<file path="src/rtl/iter_shift_if.sv">
// Request/response bundle for the iterative shifter: operands in, busy/done/result out.
interface iter_shift_if;
  logic        start;
  logic [1:0]  op;
  logic [31:0] rt;
  logic [4:0]  sa;
  logic        busy;
  logic        done;
  logic [31:0] res;

  modport master (output start, op, rt, sa, input busy, done, res);
  modport slave  (input start, op, rt, sa, output busy, done, res);
endinterface

</file>
<file path="src/rtl/iter_shift.sv">
// Multi-cycle shifter: SLL/SRL/SRA/ROR performed one bit per clock.
// Takes sa cycles in SHIFT, followed by a one-cycle done pulse.
module iter_shift (
  input  logic        clk,
  input  logic        reset,
  iter_shift_if.slave bus
);
  localparam int unsigned DW = 32;
  localparam int unsigned SW = 5;

  typedef enum logic [1:0] {IDLE, SHIFT, DONE} state_t;

  state_t        state;
  logic [SW-1:0] cnt;
  logic [1:0]    op_q;
  logic [DW-1:0] res_q;
  logic [DW-1:0] step_c;
  logic          busy_q;
  logic          done_q;

  assign bus.busy = busy_q;
  assign bus.done = done_q;
  assign bus.res  = res_q;

  // Single-bit step of the latched operation
  always_comb begin
    step_c = res_q;
    case (op_q)
      2'b00:   step_c = {res_q[DW-2:0], 1'b0};
      2'b01:   step_c = {1'b0, res_q[DW-1:1]};
      2'b10:   step_c = {res_q[DW-1], res_q[DW-1:1]};
      default: step_c = {res_q[0], res_q[DW-1:1]};
    endcase
  end

  always_ff @(posedge clk or negedge reset) begin
    if (!reset) begin
      state  <= IDLE;
      res_q  <= '0;
      cnt    <= '0;
      op_q   <= 2'b00;
      busy_q <= 1'b0;
      done_q <= 1'b0;
    end else begin
      case (state)
        // DONE accepts a new request exactly like IDLE, allowing back-to-back ops
        IDLE, DONE: begin
          state  <= IDLE;
          busy_q <= 1'b0;
          done_q <= 1'b0;
          if (bus.start) begin
            res_q <= bus.rt;
            cnt   <= bus.sa;
            op_q  <= bus.op;
            if (bus.sa != '0) begin
              state  <= SHIFT;
              busy_q <= 1'b1;
            end else begin
              state  <= DONE;
              done_q <= 1'b1;
            end
          end
        end
        SHIFT: begin
          if (cnt != '0) begin
            res_q <= step_c;
            cnt   <= cnt - SW'(1);
          end
          // cnt==0 is unreachable here; treating it as finished keeps the FSM from sticking
          if (cnt == SW'(1) || cnt == '0) begin
            state  <= DONE;
            busy_q <= 1'b0;
            done_q <= 1'b1;
          end
        end
        default: begin
          state  <= IDLE;
          busy_q <= 1'b0;
          done_q <= 1'b0;
        end
      endcase
    end
  end
endmodule

</file>
<file path="src/flat_wrapper.sv">
// flat-port wrapper written by rule: the top's interface ports become plain ports
module iter_shift_flat 
  (clk, reset, bus_start, bus_op, bus_rt, bus_sa, bus_busy, bus_done, bus_res);
  iter_shift_if bus_i ();
  input  logic clk;
  input  logic reset;
  input wire logic [$bits(bus_i.start)-1:0] bus_start;
  input wire logic [$bits(bus_i.op)-1:0] bus_op;
  input wire logic [$bits(bus_i.rt)-1:0] bus_rt;
  input wire logic [$bits(bus_i.sa)-1:0] bus_sa;
  output wire logic [$bits(bus_i.busy)-1:0] bus_busy;
  output wire logic [$bits(bus_i.done)-1:0] bus_done;
  output wire logic [$bits(bus_i.res)-1:0] bus_res;
  assign bus_i.start = bus_start;
  assign bus_i.op = bus_op;
  assign bus_i.rt = bus_rt;
  assign bus_i.sa = bus_sa;
  assign bus_busy = bus_i.busy;
  assign bus_done = bus_i.done;
  assign bus_res = bus_i.res;
  iter_shift u_core (.clk(clk), .reset(reset), .bus(bus_i));
endmodule
</file>
<file path="config.mk">
export PLATFORM = sky130hd
export DESIGN_NAME = iter_shift_flat
export DESIGN_NICKNAME = d
export VERILOG_FILES = /design/src/rtl/iter_shift_if.sv /design/src/rtl/iter_shift.sv /design/src/flat_wrapper.sv
export SDC_FILE = /design/constraint.sdc
export NUM_CORES = 1
export LEC_CHECK = 0
export ABC_AREA = 1
export CAP_MARGIN = 20
export CORE_ASPECT_RATIO = 0.7
export CORE_MARGIN = 10
export CORE_UTILIZATION = 48
export CTS_CLUSTER_SIZE = 30
export DETAILED_ROUTE_END_ITERATION = 10
export GPL_ROUTABILITY_DRIVEN = 0
export PLACE_DENSITY = 0.81
export SLEW_MARGIN = 20
export SYNTH_ARGS = -nofsm -noshare
export SYNTH_HDL_FRONTEND = slang
export SYNTH_SLANG_ARGS = --single-unit
</file>
<file path="constraint.sdc">
create_clock -name clk -period 1.8 [get_ports clk]
set_input_delay 0.27 -clock clk [delete_from_list [all_inputs] [get_ports clk]]
set_output_delay 0.27 -clock clk [all_outputs]
set_load 0.02 [all_outputs]
</file>
* After elaboration in Yosys (flattened, before gate mapping)
Index checks and enable logic that the tools add are counted.
** Operators by class
- Shifts and indexed selects :: 0
- Equality and inequality tests :: 9
- Add/subtract/negate cells :: 1
- Magnitude comparators :: 0
- Div/mod/pow operators :: 0
- $mul :: 0
- Mux-type cells :: 19
- Bitwise gates (word level) :: 0
- Reduce and logical (&&, ||, !) cells :: 11
** Operators with widths (count)
- one-hot mux 32 bit (3 select lines) :: 1
- two-way mux 32 bit :: 2
- one-hot mux 32 bit (2 select lines) :: 1
- two-way mux 5 bit :: 2
- one-hot mux 5 bit (2 select lines) :: 1
- nonzero test 5 bit :: 2
- two-way mux 1 bit :: 6
- two-way mux 2 bit :: 3
- equality test 5 x 1 -> 1 bit, second input constant :: 1
- zero test 5 bit :: 1
- subtractor 5 x 1 -> 5 bit, second input constant :: 1
- equality test 2 x 1 -> 1 bit, second input constant :: 2
- equality test 2 bit, second input constant :: 2
- zero test 2 bit :: 2
- inequality test 2 x 1 -> 1 bit, second input constant :: 2
- inequality test 2 bit, second input constant :: 2
- one-hot mux 1 bit (2 select lines) :: 2
- one-hot mux 2 bit (2 select lines) :: 1
- AND reduction 4 bit :: 1
- AND reduction 3 bit :: 1
- AND reduction 2 bit :: 1
- nonzero test 2 bit :: 1
- OR reduction 2 bit :: 1
- logical OR 1 bit :: 1
** Word-level totals
- Bits in latches :: 0
- Memories kept :: 0
- Word-level logic and storage cells :: 47
- Flip-flop bits (word level) :: 43
- Bits in read-only memories :: 0
- Bits in writable memories :: 0

* Depth between registers and ports, before layout
Gate-level depths: netlist of run 1.
- Depth after elaboration :: 4
- Depth in mapped cells :: 9
- Mapped depth without buffers :: 8

* Worst setup path before layout of run 1
No wires, ideal clock.
- Kind :: flip-flop to flip-flop
- Start :: reg u_core.cnt[0]
- End :: reg u_core.res_q[13] (netlist: u_core.bus.res[13])
- Required time :: 1682 ps
- Data arrival time :: 1307 ps
- Stages on the path, launching flop included :: 10
- Slack :: 375 ps
- Clock period less this slack :: 1425 ps
- Library setup time :: 118 ps
- Buffers on the path :: 2
- Cells stage by stage :: dfrtp_1 > inv_1 > ha_1 > nand3_2 > nand2_1 > nand2_2 > buf_6 > buf_6 > nand2_1 > o21ai_2
** On the way
- Word-level cells in the longest chain between the ends :: 3
** RTL lines
- from (decl) :: RTL line iter_shift.sv:14 : logic [SW-1:0] cnt;
- from (signal assigned) :: RTL line iter_shift.sv:53 : cnt <= bus.sa;
- from (signal assigned) :: RTL line iter_shift.sv:67 : cnt <= cnt - SW'(1);
- nonzero test 5 bit :: RTL line iter_shift.sv:65 : if (cnt != '0) begin
- inequality test 2 x 1 -> 1 bit (no line)
- AND reduction 3 bit (no line)
- to (signal assigned) :: RTL line iter_shift.sv:52 : res_q <= bus.rt;
- to (signal assigned) :: RTL line iter_shift.sv:66 : res_q <= step_c;
- to (decl) :: RTL line iter_shift.sv:16 : logic [DW-1:0] res_q;
No other way between the ends.
A chain may end at the register's enable or synchronous reset.

* Worst setup path in the final report of run 1
- Start :: reg u_core.cnt[0]
- End :: reg u_core.res_q[26] (netlist: u_core.bus.res[26])
Same word-level chain as after synthesis.

==> flow_results.xml, run 1 <==
<?xml version="1.0" encoding="UTF-8"?>
<metrics>
  <group name="floorplan">
    <metric name="die_h" unit="microns">81.3</metric>
    <metric name="initial_utilization" unit="%">49.2</metric>
    <metric name="dieArea" unit="sq um">8740</metric>
    <metric name="number_of_placement_rows" unit="">22</metric>
    <metric name="top_level_ports" unit="">76</metric>
    <metric name="fp.coreArea" unit="sq um">5230</metric>
    <metric name="dieWidth" unit="microns">108</metric>
  </group>
  <group name="worst_setup_path">
    <metric name="r2r_start" unit="">u_core.cnt[0]</metric>
    <metric name="critical-path-top-cell-by-count" unit="">sky130_fd_sc_hd__nand2_1</metric>
    <metric name="maximum_single_stage_delay_on_the_critical_path" unit="ns">0.41</metric>
    <metric name="crit_required" unit="ns">1.99</metric>
    <metric name="critical-path-slowest-cell" unit="">sky130_fd_sc_hd__dfrtp_1</metric>
    <metric name="r2r_cells" unit="">8</metric>
    <metric name="reg2reg_setup_slack" unit="ns">0.19</metric>
    <metric name="rr_endpoint" unit="">u_core.bus.res[26]</metric>
    <metric name="critPathMaxFanout" unit="">31</metric>
    <metric name="crit_path_end_kind" unit="">register</metric>
    <metric name="critical_path.cell_chain" unit="">inv_1, ha_2, nand3_2, nand2_1, nand2_2, buf_12, nand2_1, o21ai_0</metric>
    <metric name="path_class" unit="">register to register</metric>
    <metric name="cp_data_arrival_time" unit="ns">1.80</metric>
    <metric name="start_kind" unit="">register</metric>
  </group>
  <group name="yosys">
    <metric name="avgSynthCellArea" unit="sq um">6.67</metric>
    <metric name="synth.cell_area" unit="sq um">2570</metric>
    <metric name="synth_nets" unit="">430</metric>
    <metric name="synth.ff_latch_count" unit="">41</metric>
    <metric name="post_synth_num_cell_types" unit="">22</metric>
    <metric name="yosys_top_cell_area_share" unit="%">39.8</metric>
    <metric name="ys_top_cells_by_area" unit="">sky130_fd_sc_hd__dfrtp_1 (40%), sky130_fd_sc_hd__nand2_1 (26%), sky130_fd_sc_hd__nand3_1 (8.0%), sky130_fd_sc_hd__inv_1 (6.0%), sky130_fd_sc_hd__o21ai_2 (3.7%)</metric>
    <metric name="synth_top_area_cell" unit="">sky130_fd_sc_hd__dfrtp_1</metric>
    <metric name="post_synth_inst_count" unit="">386</metric>
    <metric name="synthesis.yosys.warnings" unit="">0</metric>
    <metric name="yosysSeqAreaShare" unit="%">39.8</metric>
  </group>
  <group name="clock_tree">
    <metric name="clk_transition_reported_paths" unit="ns">0.09</metric>
    <metric name="tritoncts.num_buffers" unit="">5</metric>
    <metric name="root_buffer" unit="">sky130_fd_sc_hd__clkbuf_8</metric>
    <metric name="htree_num_levels" unit="">2</metric>
    <metric name="numClockSinks" unit="">41</metric>
    <metric name="tritoncts" unit="">built</metric>
    <metric name="clk_latency_worst_skew_pair" unit="ns">0.30</metric>
    <metric name="cts_hold_repair.buffers" unit="">0</metric>
    <metric name="clock_path_buffers" unit="">2</metric>
  </group>
  <group name="flow_run">
    <metric name="maxCapViolCount" unit="">0</metric>
  </group>
  <group name="sta">
    <metric name="slew_violations" unit="">0</metric>
    <metric name="setup-tns-final" unit="ns">0</metric>
    <metric name="finalCriticalPeriod" unit="ns">1.61</metric>
    <metric name="tightest_slew" unit="ns">0.525</metric>
    <metric name="slew-limit-headroom" unit="%">65.0</metric>
    <metric name="rsz0062_at_grt" unit="">false</metric>
    <metric name="clock-skew-final" unit="ns">0.00820</metric>
    <metric name="setup_viol" unit="">0</metric>
    <metric name="finalCritPeriodShare" unit="%">89.7</metric>
    <metric name="clock.fmax" unit="MHz">619</metric>
    <metric name="report.final.hold_viol_count" unit="">0</metric>
  </group>
  <group name="finish">
    <metric name="final_nets" unit="">500</metric>
    <metric name="postLayoutCellArea" unit="sq um">3470</metric>
    <metric name="area_delta_synth_final" unit="%">34.8</metric>
    <metric name="fillCellCount" unit="">462</metric>
    <metric name="antennaDiodeCount" unit="">0</metric>
    <metric name="layout-drive-gt1-share" unit="%">8.75</metric>
  </group>
  <group name="detailed_routing">
    <metric name="drtAntennaViolNets" unit="">0</metric>
    <metric name="detail_route.vias_per_cell" unit="">4.96</metric>
    <metric name="dr.first_iter.drc_count" unit="">201</metric>
    <metric name="wl_met1" unit="microns">3190</metric>
    <metric name="routed_wl" unit="microns">7060</metric>
    <metric name="highest-signal-layer" unit="">met4</metric>
    <metric name="detail_route.wl_per_cell" unit="microns">13.4</metric>
    <metric name="length_of_the_first_detailed_routing_pass_in_iterations" unit="">5</metric>
    <metric name="met2_wl_post_dr" unit="microns">3110</metric>
    <metric name="drt_drc_violations_left" unit="">0</metric>
    <metric name="routed-via-count" unit="">2622</metric>
    <metric name="wl_met3" unit="microns">718</metric>
  </group>
  <group name="global_route">
    <metric name="congestion_overflow_gr" unit="">0</metric>
    <metric name="grt_pass1_vias" unit="">2511</metric>
    <metric name="grt_use_total" unit="%">16.3</metric>
    <metric name="grt_antenna_before_repair" unit="">0</metric>
    <metric name="grt_start_max_net_pins" unit="">42</metric>
    <metric name="global_route_wire_length_before_repair" unit="microns">11800</metric>
  </group>
  <group name="place">
    <metric name="detailed_place_hpwl" unit="microns">5230</metric>
    <metric name="placed_area" unit="sq um">3380</metric>
    <metric name="io_buffers" unit="">75</metric>
  </group>
  <group name="pwr">
    <metric name="power.ir.vdd_worst" unit="mV">0.942</metric>
    <metric name="static-leakage-power" unit="nW">1.77</metric>
    <metric name="power.density_cell_area" unit="nW/um^2">1940</metric>
  </group>
  <group name="min_path">
    <metric name="min-delay-path-class" unit="">input port to asynchronous set/reset pin</metric>
  </group>
  <group name="run_status">
    <metric name="status" unit="">completed</metric>
  </group>
</metrics>
==> cell usage in the layout (no fill, tap or decap), types with 2 or more instances in the layout <==
master,instances
sky130_fd_sc_hd__a21oi_1,2
sky130_fd_sc_hd__buf_12,3
sky130_fd_sc_hd__buf_4,6
sky130_fd_sc_hd__clkbuf_8,5
sky130_fd_sc_hd__clkdlybuf4s50_1,74
sky130_fd_sc_hd__clkinv_2,2
sky130_fd_sc_hd__dfrtp_1,41
sky130_fd_sc_hd__inv_1,41
sky130_fd_sc_hd__inv_2,2
sky130_fd_sc_hd__nand2_1,180
sky130_fd_sc_hd__nand2_2,2
sky130_fd_sc_hd__nand3_1,41
sky130_fd_sc_hd__nand3_2,2
sky130_fd_sc_hd__nor2_1,9
sky130_fd_sc_hd__nor2_4,2
sky130_fd_sc_hd__o21ai_0,17
sky130_fd_sc_hd__o21ai_1,10
sky130_fd_sc_hd__o21ai_2,11
==> cells by family (layout without fill, tap and decap cells) <==
family | Yosys count | in the layout | synth area share (%)
AO/OA/AOI/OAI | 40 | 40 | 9.38
buffers and inverters | 64 | 135 | 11.4
adder cells (fa/ha/maj) | 2 | 2 | 0.972
AND/OR/NAND/NOR | 239 | 239 | 38.4
flip-flops | 41 | 41 | 39.8
==> what timing repair did <==
item,in CTS,in global routing
endpoints found under the setup margin,0,10
buffers inserted,0,0
gates resized for setup,0,1
==> worst max-delay path by stage <==
| stage | startpoint | depth (start not counted) | slack, ns | to |
|---|---|---|---|---|
| final | u_core.cnt[0] | 8 | 0.19 | u_core.bus.res[26] |
| after global routing | u_core.cnt[0] | 7 | 0.02 | u_core.bus.res[6] |
| after global placement | u_core.cnt[0] | 8 | 0.23 | u_core.bus.res[27] |
| after floorplan | u_core.cnt[0] | 9 | 0.37 | u_core.bus.res[13] |
| after CTS | u_core.cnt[0] | 8 | 0.14 | u_core.bus.res[7] |
| after detailed placement | u_core.cnt[0] | 8 | 0.14 | u_core.bus.res[7] |
==> where the power goes <==
part	internal [mW]	total, mW	switching (mW)
clock	0.268	0.606	0.338
sequential	1.39	1.71	0.321
combinational	1.77	4.42	2.65
==> through the flow <==
| step | setup WS [ns] | total power [mW] | hold slack, ns | std cells | utilization [%] |
|---|---|---|---|---|---|
| after CTS | 0.141 | 6.77 | 0.0470 | 529 | 66.3 |
| final | 0.186 | 6.73 | 0.0238 | 529 | 66.4 |
| after detailed placement | 0.144 | 6.14 | 0.370 | 521 | 64.7 |
| after floorplan | 0.375 | 4.66 | -0.0256 | 386 | - |
| after global placement | 0.230 | 6.01 | 0.368 | 521 | 64.7 |
| after global routing | 0.0171 | 7.38 | 0.0735 | 529 | 66.4 |
==> layer usage <==
layer  vias up  track usage [%]
met3         7             5.69
met2       105             24.5
met1      1187             22.0
li1       1323                -
met5         -                0
met4         0             3.59
==> flip-flops by register name (all words and copies together) (netlist names) <==
signal / cells
u_core.state: 1
u_core.bus.res: 32
u_core.bus.busy: 1
u_core.cnt: 5
u_core.op_q: 2
==> synthesized netlist by cell type <==
cell                         n
sky130_fd_sc_hd__o21ai_0    17
sky130_fd_sc_hd__nand2_1   180
sky130_fd_sc_hd__clkbuf_1    2
sky130_fd_sc_hd__ha_1        2
sky130_fd_sc_hd__buf_2      10
sky130_fd_sc_hd__buf_4       5
sky130_fd_sc_hd__inv_2       2
sky130_fd_sc_hd__nand3_1    41
sky130_fd_sc_hd__nor2_2      1
sky130_fd_sc_hd__inv_1      41
sky130_fd_sc_hd__buf_6       3
sky130_fd_sc_hd__a21oi_1     2
sky130_fd_sc_hd__nand3_2     2
sky130_fd_sc_hd__dfrtp_1    41
sky130_fd_sc_hd__o21ai_2    11
sky130_fd_sc_hd__o21ai_1    10
sky130_fd_sc_hd__nor2_4      2
sky130_fd_sc_hd__or2_2       1
sky130_fd_sc_hd__nand2_2     2
sky130_fd_sc_hd__nor2_1      9
sky130_fd_sc_hd__buf_1       1
sky130_fd_sc_hd__nand4_1     1
==> layout make-up <==
type / count / area, sq um / area share, %
Clock buffer: 5 / 68.8 / 1.98
Inverter: 43 / 161 / 4.65
Tap cell: 72 / 90.1 / 2.59
Sequential cell: 41 / 1030 / 29.5
Multi-Input combinational cell: 281 / 1260 / 36.2
Timing Repair Buffer: 84 / 851 / 24.5
Clock inverter: 3 / 17.5 / 0.505
==> worst max-delay path: cells and delay by family, from the launching register on <==
kind	cells	cell delay, ns
flops	1	0.41
simple gates	4	0.41
buf+inv	2	0.36
fa+ha+maj	1	0.26
compound gates	1	0.07
Power figures use the tool's default switching activity.
==> run 2, diff against run 1 <==
--- a/config.mk
+++ b/config.mk
@@ -9,11 +9,10 @@
 export CAP_MARGIN = 20
 export CORE_ASPECT_RATIO = 0.7
 export CORE_MARGIN = 10
-export CORE_UTILIZATION = 48
+export CORE_UTILIZATION = 35
 export CTS_CLUSTER_SIZE = 30
 export DETAILED_ROUTE_END_ITERATION = 10
 export GPL_ROUTABILITY_DRIVEN = 0
-export PLACE_DENSITY = 0.81
 export SLEW_MARGIN = 20
 export SYNTH_ARGS = -nofsm -noshare
 export SYNTH_HDL_FRONTEND = slang
==> run 2 against run 1 <==
The run now ends with negative hold slack left. Final area increased by 1.3%. Largest cell class unchanged. Highest routed layer unchanged. Critical path type is now register to primary output. Count of clock-buffer cells in the layout increased by 2. Global-route usage fell by 2.9 points. Setup slack got worse by 0.0082 ns. Sequential share of layout area down 0.38 points. First-iteration DRC count is 67% lower. Clock skew decreased by 0.0041 ns.
==> flow_results.xml, run 2 (synthesis results as in run 1) <==
<?xml version="1.0" encoding="UTF-8"?>
<metrics>
  <group name="place">
    <metric name="placed_area" unit="sq um">3420</metric>
    <metric name="pre_cts_slack" unit="ns">0.233</metric>
    <metric name="io_buffers" unit="">75</metric>
    <metric name="dpl.cell_count" unit="">547</metric>
    <metric name="detailed_place_hpwl" unit="microns">5440</metric>
  </group>
  <group name="sta">
    <metric name="report.final.hold_viol_count" unit="">20</metric>
    <metric name="setup_viol" unit="">0</metric>
    <metric name="slew-limit-headroom" unit="%">57.7</metric>
    <metric name="setup-tns-final" unit="ns">0</metric>
    <metric name="finalCriticalPeriod" unit="ns">1.62</metric>
    <metric name="rsz0062_at_grt" unit="">false</metric>
    <metric name="tightest_slew" unit="ns">0.634</metric>
    <metric name="clock-skew-final" unit="ns">0.00410</metric>
    <metric name="slew_violations" unit="">0</metric>
    <metric name="hold_ws" unit="ns">-0.00916</metric>
    <metric name="post-route-worst-setup-slack" unit="ns">0.177</metric>
    <metric name="finalCritPeriodShare" unit="%">90.1</metric>
    <metric name="clock.fmax" unit="MHz">616</metric>
  </group>
  <group name="global_route">
    <metric name="global_route_wire_length_before_repair" unit="microns">12400</metric>
    <metric name="congestion_overflow_gr" unit="">0</metric>
    <metric name="grt_pass1_vias" unit="">2590</metric>
    <metric name="grt_antenna_before_repair" unit="">0</metric>
    <metric name="grt_use_total" unit="%">13.4</metric>
    <metric name="grt_start_max_net_pins" unit="">39</metric>
  </group>
  <group name="worst_setup_path">
    <metric name="start_kind" unit="">register</metric>
    <metric name="crit_path_end" unit="">bus_res[30]</metric>
    <metric name="crit_path_end_kind" unit="">primary output</metric>
    <metric name="r2r_start" unit="">u_core.cnt[0]</metric>
    <metric name="critical_path_depth" unit="">1</metric>
    <metric name="path_class" unit="">register to primary output</metric>
    <metric name="critPathMaxFanout" unit="">4</metric>
    <metric name="worst_setup_path_startpoint" unit="">u_core.bus.res[30]</metric>
    <metric name="crit_required" unit="ns">1.53</metric>
    <metric name="reg2reg_setup_slack" unit="ns">0.24</metric>
    <metric name="rr_endpoint" unit="">u_core.bus.res[27]</metric>
    <metric name="cp_data_arrival_time" unit="ns">1.35</metric>
    <metric name="critical-path-slowest-cell" unit="">sky130_fd_sc_hd__clkdlybuf4s50_1</metric>
    <metric name="critical_path.cell_chain" unit="">clkdlybuf4s50_1</metric>
    <metric name="cpLargestDelayFamily" unit="">buffers and inverters</metric>
    <metric name="maximum_single_stage_delay_on_the_critical_path" unit="ns">0.63</metric>
    <metric name="r2r_cells" unit="">8</metric>
    <metric name="cp.buffers_inverters" unit="">1</metric>
  </group>
  <group name="detailed_routing">
    <metric name="detail_route.vias_per_cell" unit="">4.62</metric>
    <metric name="length_of_the_first_detailed_routing_pass_in_iterations" unit="">4</metric>
    <metric name="routed-via-count" unit="">2562</metric>
    <metric name="detail_route.wl_per_cell" unit="microns">13.2</metric>
    <metric name="dr.first_iter.drc_count" unit="">66</metric>
    <metric name="routed_wl" unit="microns">7330</metric>
    <metric name="drtAntennaViolNets" unit="">0</metric>
    <metric name="drt_drc_violations_left" unit="">0</metric>
  </group>
  <group name="flow_run">
    <metric name="maxCapViolCount" unit="">0</metric>
  </group>
  <group name="floorplan">
    <metric name="dieArea" unit="sq um">11200</metric>
    <metric name="fp.coreArea" unit="sq um">7220</metric>
    <metric name="die_h" unit="microns">91.8</metric>
    <metric name="number_of_placement_rows" unit="">26</metric>
    <metric name="top_level_ports" unit="">76</metric>
    <metric name="dieWidth" unit="microns">123</metric>
    <metric name="initial_utilization" unit="%">35.7</metric>
  </group>
  <group name="clock_tree">
    <metric name="cts_repair_resize_count" unit="">0</metric>
    <metric name="numClockSinks" unit="">41</metric>
    <metric name="tritoncts.num_buffers" unit="">5</metric>
    <metric name="tritoncts" unit="">built</metric>
    <metric name="cts_hold_repair.buffers" unit="">0</metric>
    <metric name="root_buffer" unit="">sky130_fd_sc_hd__clkbuf_8</metric>
    <metric name="clock_path_buffers" unit="">2</metric>
    <metric name="clk_latency_worst_skew_pair" unit="ns">0.29</metric>
    <metric name="clk_transition_reported_paths" unit="ns">0.08</metric>
    <metric name="cts_setup_buffers" unit="">0</metric>
    <metric name="htree_num_levels" unit="">2</metric>
  </group>
  <group name="pwr">
    <metric name="power.ir.vdd_worst" unit="mV">0.624</metric>
    <metric name="power.density_cell_area" unit="nW/um^2">1920</metric>
    <metric name="static-leakage-power" unit="nW">1.78</metric>
  </group>
  <group name="finish">
    <metric name="utilization" unit="%">48.7</metric>
    <metric name="antennaDiodeCount" unit="">0</metric>
    <metric name="layout-drive-gt1-share" unit="%">8.53</metric>
    <metric name="area_delta_synth_final" unit="%">36.6</metric>
    <metric name="final_cell_mix" unit="">sky130_fd_sc_hd__nand2_1 (180), sky130_fd_sc_hd__clkdlybuf4s50_1 (74), sky130_fd_sc_hd__inv_1 (41), sky130_fd_sc_hd__nand3_1 (41), sky130_fd_sc_hd__dfrtp_1 (41)</metric>
    <metric name="final_nets" unit="">500</metric>
    <metric name="postLayoutCellArea" unit="sq um">3520</metric>
    <metric name="commonest_non_fill_non_tap_cell_in_the_layout" unit="">sky130_fd_sc_hd__nand2_1</metric>
    <metric name="area.sequential" unit="sq um">1030</metric>
    <metric name="fillCellCount" unit="">762</metric>
    <metric name="largest_register_ff_count" unit="">32</metric>
    <metric name="multiInputGateArea" unit="sq um">1250</metric>
    <metric name="final_cells" unit="">555</metric>
  </group>
  <group name="run_status">
    <metric name="status" unit="">complete, but fails checks</metric>
    <metric name="failing_checks" unit="">negative hold slack</metric>
  </group>
  <group name="min_path">
    <metric name="min-delay-path-class" unit="">input port to asynchronous set/reset pin</metric>
  </group>
</metrics>
## run 2: cell types whose count changed in the layout (fill, tap and decap cells not counted), sizes merged
cell | previous run | this run
clkinvlp | 1 | 0
clkbuf | 5 | 7
clkinv | 2 | 1
## run 2: routing by layer
layer  GRT usage (%)  part of all wire [%]  up-vias  wire length (microns)
met3            5.57                   9.5        7                    695
met1            18.0                    48     1150                   3540
met4            2.94                  0.86        0                     63
met5               0                     0        -                      0
met2            19.5                    41       73                   3040
li1                -                     -     1332                      -
## run 2: how the worst min path moves through the flow
stage          slack, ns                 end  cells past startpoint
2_1_floorplan      -0.03     u_core.bus.busy                      0
3_3_place_gp        0.34       u_core.cnt[1]                      1
3_5_place_dp        0.34       u_core.cnt[1]                      1
4_1_cts             0.01  u_core.bus.res[19]                      1
5_1_grt             0.04  u_core.bus.res[14]                      1
6_report          -0.009       u_core.cnt[1]                      1
## run 2: area by class of cell
type / count / share of cell area [%]
well taps: 98 / 3.49
multi-input cells: 281 / 35.7
inverters: 43 / 4.59
clock buffers: 7 / 2.74
flip-flops and latches: 41 / 29.2
repair buffers: 84 / 24.2
clock inverters: 1 / 0.142
## run 2: power by group
part           internal (mW)  total (mW)  switching [mW]
clock network          0.347       0.672           0.325
registers               1.39        1.70           0.313
logic                   1.75        4.39            2.64
## run 2: per-stage QoR
step                hold WS, ns  power, mW
detailed placement        0.343       6.14
global placement          0.336       6.09
global route             0.0450       7.46
finish                 -0.00916       6.76
floorplan               -0.0256       4.66
CTS                      0.0128       6.86
==> run 3, diff against run 2 <==
--- a/config.mk
+++ b/config.mk
@@ -13,6 +13,7 @@
 export CTS_CLUSTER_SIZE = 30
 export DETAILED_ROUTE_END_ITERATION = 10
 export GPL_ROUTABILITY_DRIVEN = 0
+export PLACE_DENSITY = 0.65
 export SLEW_MARGIN = 20
 export SYNTH_ARGS = -nofsm -noshare
 export SYNTH_HDL_FRONTEND = slang
==> run 3 against run 2 <==
The flow now finishes without violations. Wire length is 1.8% lower. Sequential power barely moved. Combinational power is essentially flat. First-iteration DRC count increased to 2.5 times the previous value. Count of clock-buffer cells in the layout increased by 1. Non-clock buffer count rose by 1. Sequential cell count unchanged.
==> flow_results.xml, run 3 (synthesis results as in run 1) <==
<?xml version="1.0" encoding="UTF-8"?>
<metrics>
  <group name="run_status">
    <metric name="status" unit="">completed</metric>
  </group>
  <group name="clock_tree">
    <metric name="cts_setup_buffers" unit="">0</metric>
    <metric name="clk_latency_worst_skew_pair" unit="ns">0.29</metric>
    <metric name="clock_path_buffers" unit="">2</metric>
    <metric name="clk_transition_reported_paths" unit="ns">0.07</metric>
    <metric name="root_buffer" unit="">sky130_fd_sc_hd__clkbuf_8</metric>
    <metric name="tritoncts" unit="">built</metric>
    <metric name="numClockSinks" unit="">41</metric>
    <metric name="cts_hold_repair.buffers" unit="">0</metric>
    <metric name="tritoncts.num_buffers" unit="">5</metric>
    <metric name="cts_repair_resize_count" unit="">0</metric>
    <metric name="htree_num_levels" unit="">2</metric>
  </group>
  <group name="detailed_routing">
    <metric name="detail_route.vias_per_cell" unit="">4.56</metric>
    <metric name="drt_drc_violations_left" unit="">0</metric>
    <metric name="drtAntennaViolNets" unit="">0</metric>
    <metric name="routed-via-count" unit="">2537</metric>
    <metric name="routed_wl" unit="microns">7200</metric>
    <metric name="detail_route.wl_per_cell" unit="microns">13.0</metric>
    <metric name="dr.first_iter.drc_count" unit="">167</metric>
    <metric name="length_of_the_first_detailed_routing_pass_in_iterations" unit="">4</metric>
  </group>
  <group name="global_route">
    <metric name="grt_start_max_net_pins" unit="">42</metric>
    <metric name="grt_antenna_before_repair" unit="">0</metric>
    <metric name="grt_pass1_vias" unit="">2635</metric>
    <metric name="grt_use_total" unit="%">13.2</metric>
    <metric name="congestion_overflow_gr" unit="">0</metric>
    <metric name="global_route_wire_length_before_repair" unit="microns">12400</metric>
  </group>
  <group name="pwr">
    <metric name="cell_internal_pwr" unit="mW">3.45</metric>
    <metric name="netSwitchingPower" unit="mW">3.26</metric>
    <metric name="combinationalPowerShare" unit="%">65.8</metric>
    <metric name="p_seq_share" unit="%">25.4</metric>
    <metric name="power.ir.vdd_worst" unit="mV">1.18</metric>
    <metric name="switching_share" unit="%">48.6</metric>
    <metric name="static-leakage-power" unit="nW">1.78</metric>
    <metric name="power.density_cell_area" unit="nW/um^2">1910</metric>
    <metric name="power.clock.fraction" unit="%">8.8</metric>
  </group>
  <group name="sta">
    <metric name="tightest_slew" unit="ns">0.559</metric>
    <metric name="clock-skew-final" unit="ns">0.00663</metric>
    <metric name="setup_viol" unit="">0</metric>
    <metric name="clock.fmax" unit="MHz">621</metric>
    <metric name="slew-limit-headroom" unit="%">62.7</metric>
    <metric name="slew_violations" unit="">0</metric>
    <metric name="setup-tns-final" unit="ns">0</metric>
    <metric name="finalCriticalPeriod" unit="ns">1.61</metric>
    <metric name="rsz0062_at_grt" unit="">false</metric>
    <metric name="report.final.hold_viol_count" unit="">0</metric>
    <metric name="finalCritPeriodShare" unit="%">89.4</metric>
  </group>
  <group name="finish">
    <metric name="utilization" unit="%">48.7</metric>
    <metric name="final_nets" unit="">501</metric>
    <metric name="antennaDiodeCount" unit="">0</metric>
    <metric name="layout-drive-gt1-share" unit="%">8.08</metric>
    <metric name="final_cell_mix" unit="">sky130_fd_sc_hd__nand2_1 (180), sky130_fd_sc_hd__clkdlybuf4s50_1 (74), sky130_fd_sc_hd__inv_1 (41), sky130_fd_sc_hd__nand3_1 (41), sky130_fd_sc_hd__dfrtp_1 (41)</metric>
    <metric name="fillCellCount" unit="">750</metric>
    <metric name="largest_register_ff_count" unit="">32</metric>
    <metric name="commonest_non_fill_non_tap_cell_in_the_layout" unit="">sky130_fd_sc_hd__nand2_1</metric>
    <metric name="area_delta_synth_final" unit="%">36.5</metric>
  </group>
  <group name="floorplan">
    <metric name="dieWidth" unit="microns">123</metric>
    <metric name="top_level_ports" unit="">76</metric>
    <metric name="initial_utilization" unit="%">35.7</metric>
    <metric name="dieArea" unit="sq um">11200</metric>
    <metric name="fp.coreArea" unit="sq um">7220</metric>
    <metric name="number_of_placement_rows" unit="">26</metric>
    <metric name="die_h" unit="microns">91.8</metric>
  </group>
  <group name="worst_setup_path">
    <metric name="path_class" unit="">register to primary output</metric>
    <metric name="rr_endpoint" unit="">u_core.bus.res[30]</metric>
    <metric name="cp_data_arrival_time" unit="ns">1.34</metric>
    <metric name="critPathMaxFanout" unit="">4</metric>
    <metric name="reg2reg_setup_slack" unit="ns">0.23</metric>
    <metric name="r2r_cells" unit="">9</metric>
    <metric name="critical_path.cell_chain" unit="">clkdlybuf4s50_1</metric>
    <metric name="maximum_single_stage_delay_on_the_critical_path" unit="ns">0.63</metric>
    <metric name="critical_path_depth" unit="">1</metric>
    <metric name="cp.buffers_inverters" unit="">1</metric>
    <metric name="start_kind" unit="">register</metric>
    <metric name="crit_path_end_kind" unit="">primary output</metric>
    <metric name="r2r_start" unit="">u_core.cnt[0]</metric>
    <metric name="cpLargestDelayFamily" unit="">buffers and inverters</metric>
    <metric name="crit_required" unit="ns">1.53</metric>
    <metric name="critical-path-slowest-cell" unit="">sky130_fd_sc_hd__clkdlybuf4s50_1</metric>
  </group>
  <group name="place">
    <metric name="io_buffers" unit="">75</metric>
    <metric name="detailed_place_hpwl" unit="microns">5360</metric>
  </group>
  <group name="flow_run">
    <metric name="maxCapViolCount" unit="">0</metric>
  </group>
  <group name="min_path">
    <metric name="min-delay-path-class" unit="">input port to asynchronous set/reset pin</metric>
  </group>
</metrics>
==> run 3: cell types whose count changed in the layout (fill, tap and decap cells not counted), sizes merged <==
| cell | before | now |
|---|---|---|
| clkbuf | 7 | 8 |
| buf | 10 | 11 |
| clkinv | 1 | 0 |
==> run 3: per-stage QoR <==
stage | setup WS (ns) | total power, mW | hold slack, ns | area [sq um] | std cells
finish | 0.190 | 6.71 | 0.0469 | 3520 | 556
global route | 0.0675 | 7.44 | 0.105 | 3520 | 556
CTS | 0.161 | 6.81 | 0.0691 | 3520 | 556
detailed placement | 0.237 | 6.18 | 0.391 | 3440 | 548
global placement | 0.295 | 6.11 | 0.387 | 3440 | 548
floorplan | 0.375 | 4.66 | -0.0256 | 2570 | 386
==> run 3: how the worst max path moves through the flow <==
stage                  startpoint                  to  slack (ns)
2_1_floorplan       u_core.cnt[0]  u_core.bus.res[13]        0.37
3_3_place_gp            bus_start       u_core.cnt[3]        0.29
3_5_place_dp        u_core.cnt[0]       u_core.cnt[2]        0.24
4_1_cts        u_core.bus.res[30]         bus_res[30]        0.16
5_1_grt             u_core.cnt[0]  u_core.bus.res[29]        0.07
6_report       u_core.bus.res[30]         bus_res[30]        0.19
==> run 3: final cells by class <==
cell class,count,area [sq um],share of cell area [%]
flip-flops and latches,41,1030,29.2
multi-input cells,281,1250,35.7
repair buffers,85,871,24.8
clock buffers,8,80.1,2.28
well taps,98,123,3.49
inverters,43,161,4.59
==> run 3: power by group through the flow <==
| stage | Sequential, mW | Combinational (mW) | Clock, mW |
|---|---|---|---|
| global route | 1.77 | 5.02 | 0.655 |
| floorplan | 2.10 | 2.56 | 0 |
| global placement | 1.71 | 4.40 | 0 |
| detailed placement | 1.72 | 4.46 | 0 |
| CTS | 1.71 | 4.48 | 0.620 |
| finish | 1.70 | 4.41 | 0.591 |
==> run 3: metal layers <==
metal / global-route usage, % / vias to the layer above / wire length (microns)
li1: - / 1338 / -
met1: 17.8 / 1118 / 3520
met2: 19.7 / 74 / 2980
met3: 4.96 / 7 / 659
met4: 2.94 / 0 / 40
met5: 0 / - / 0
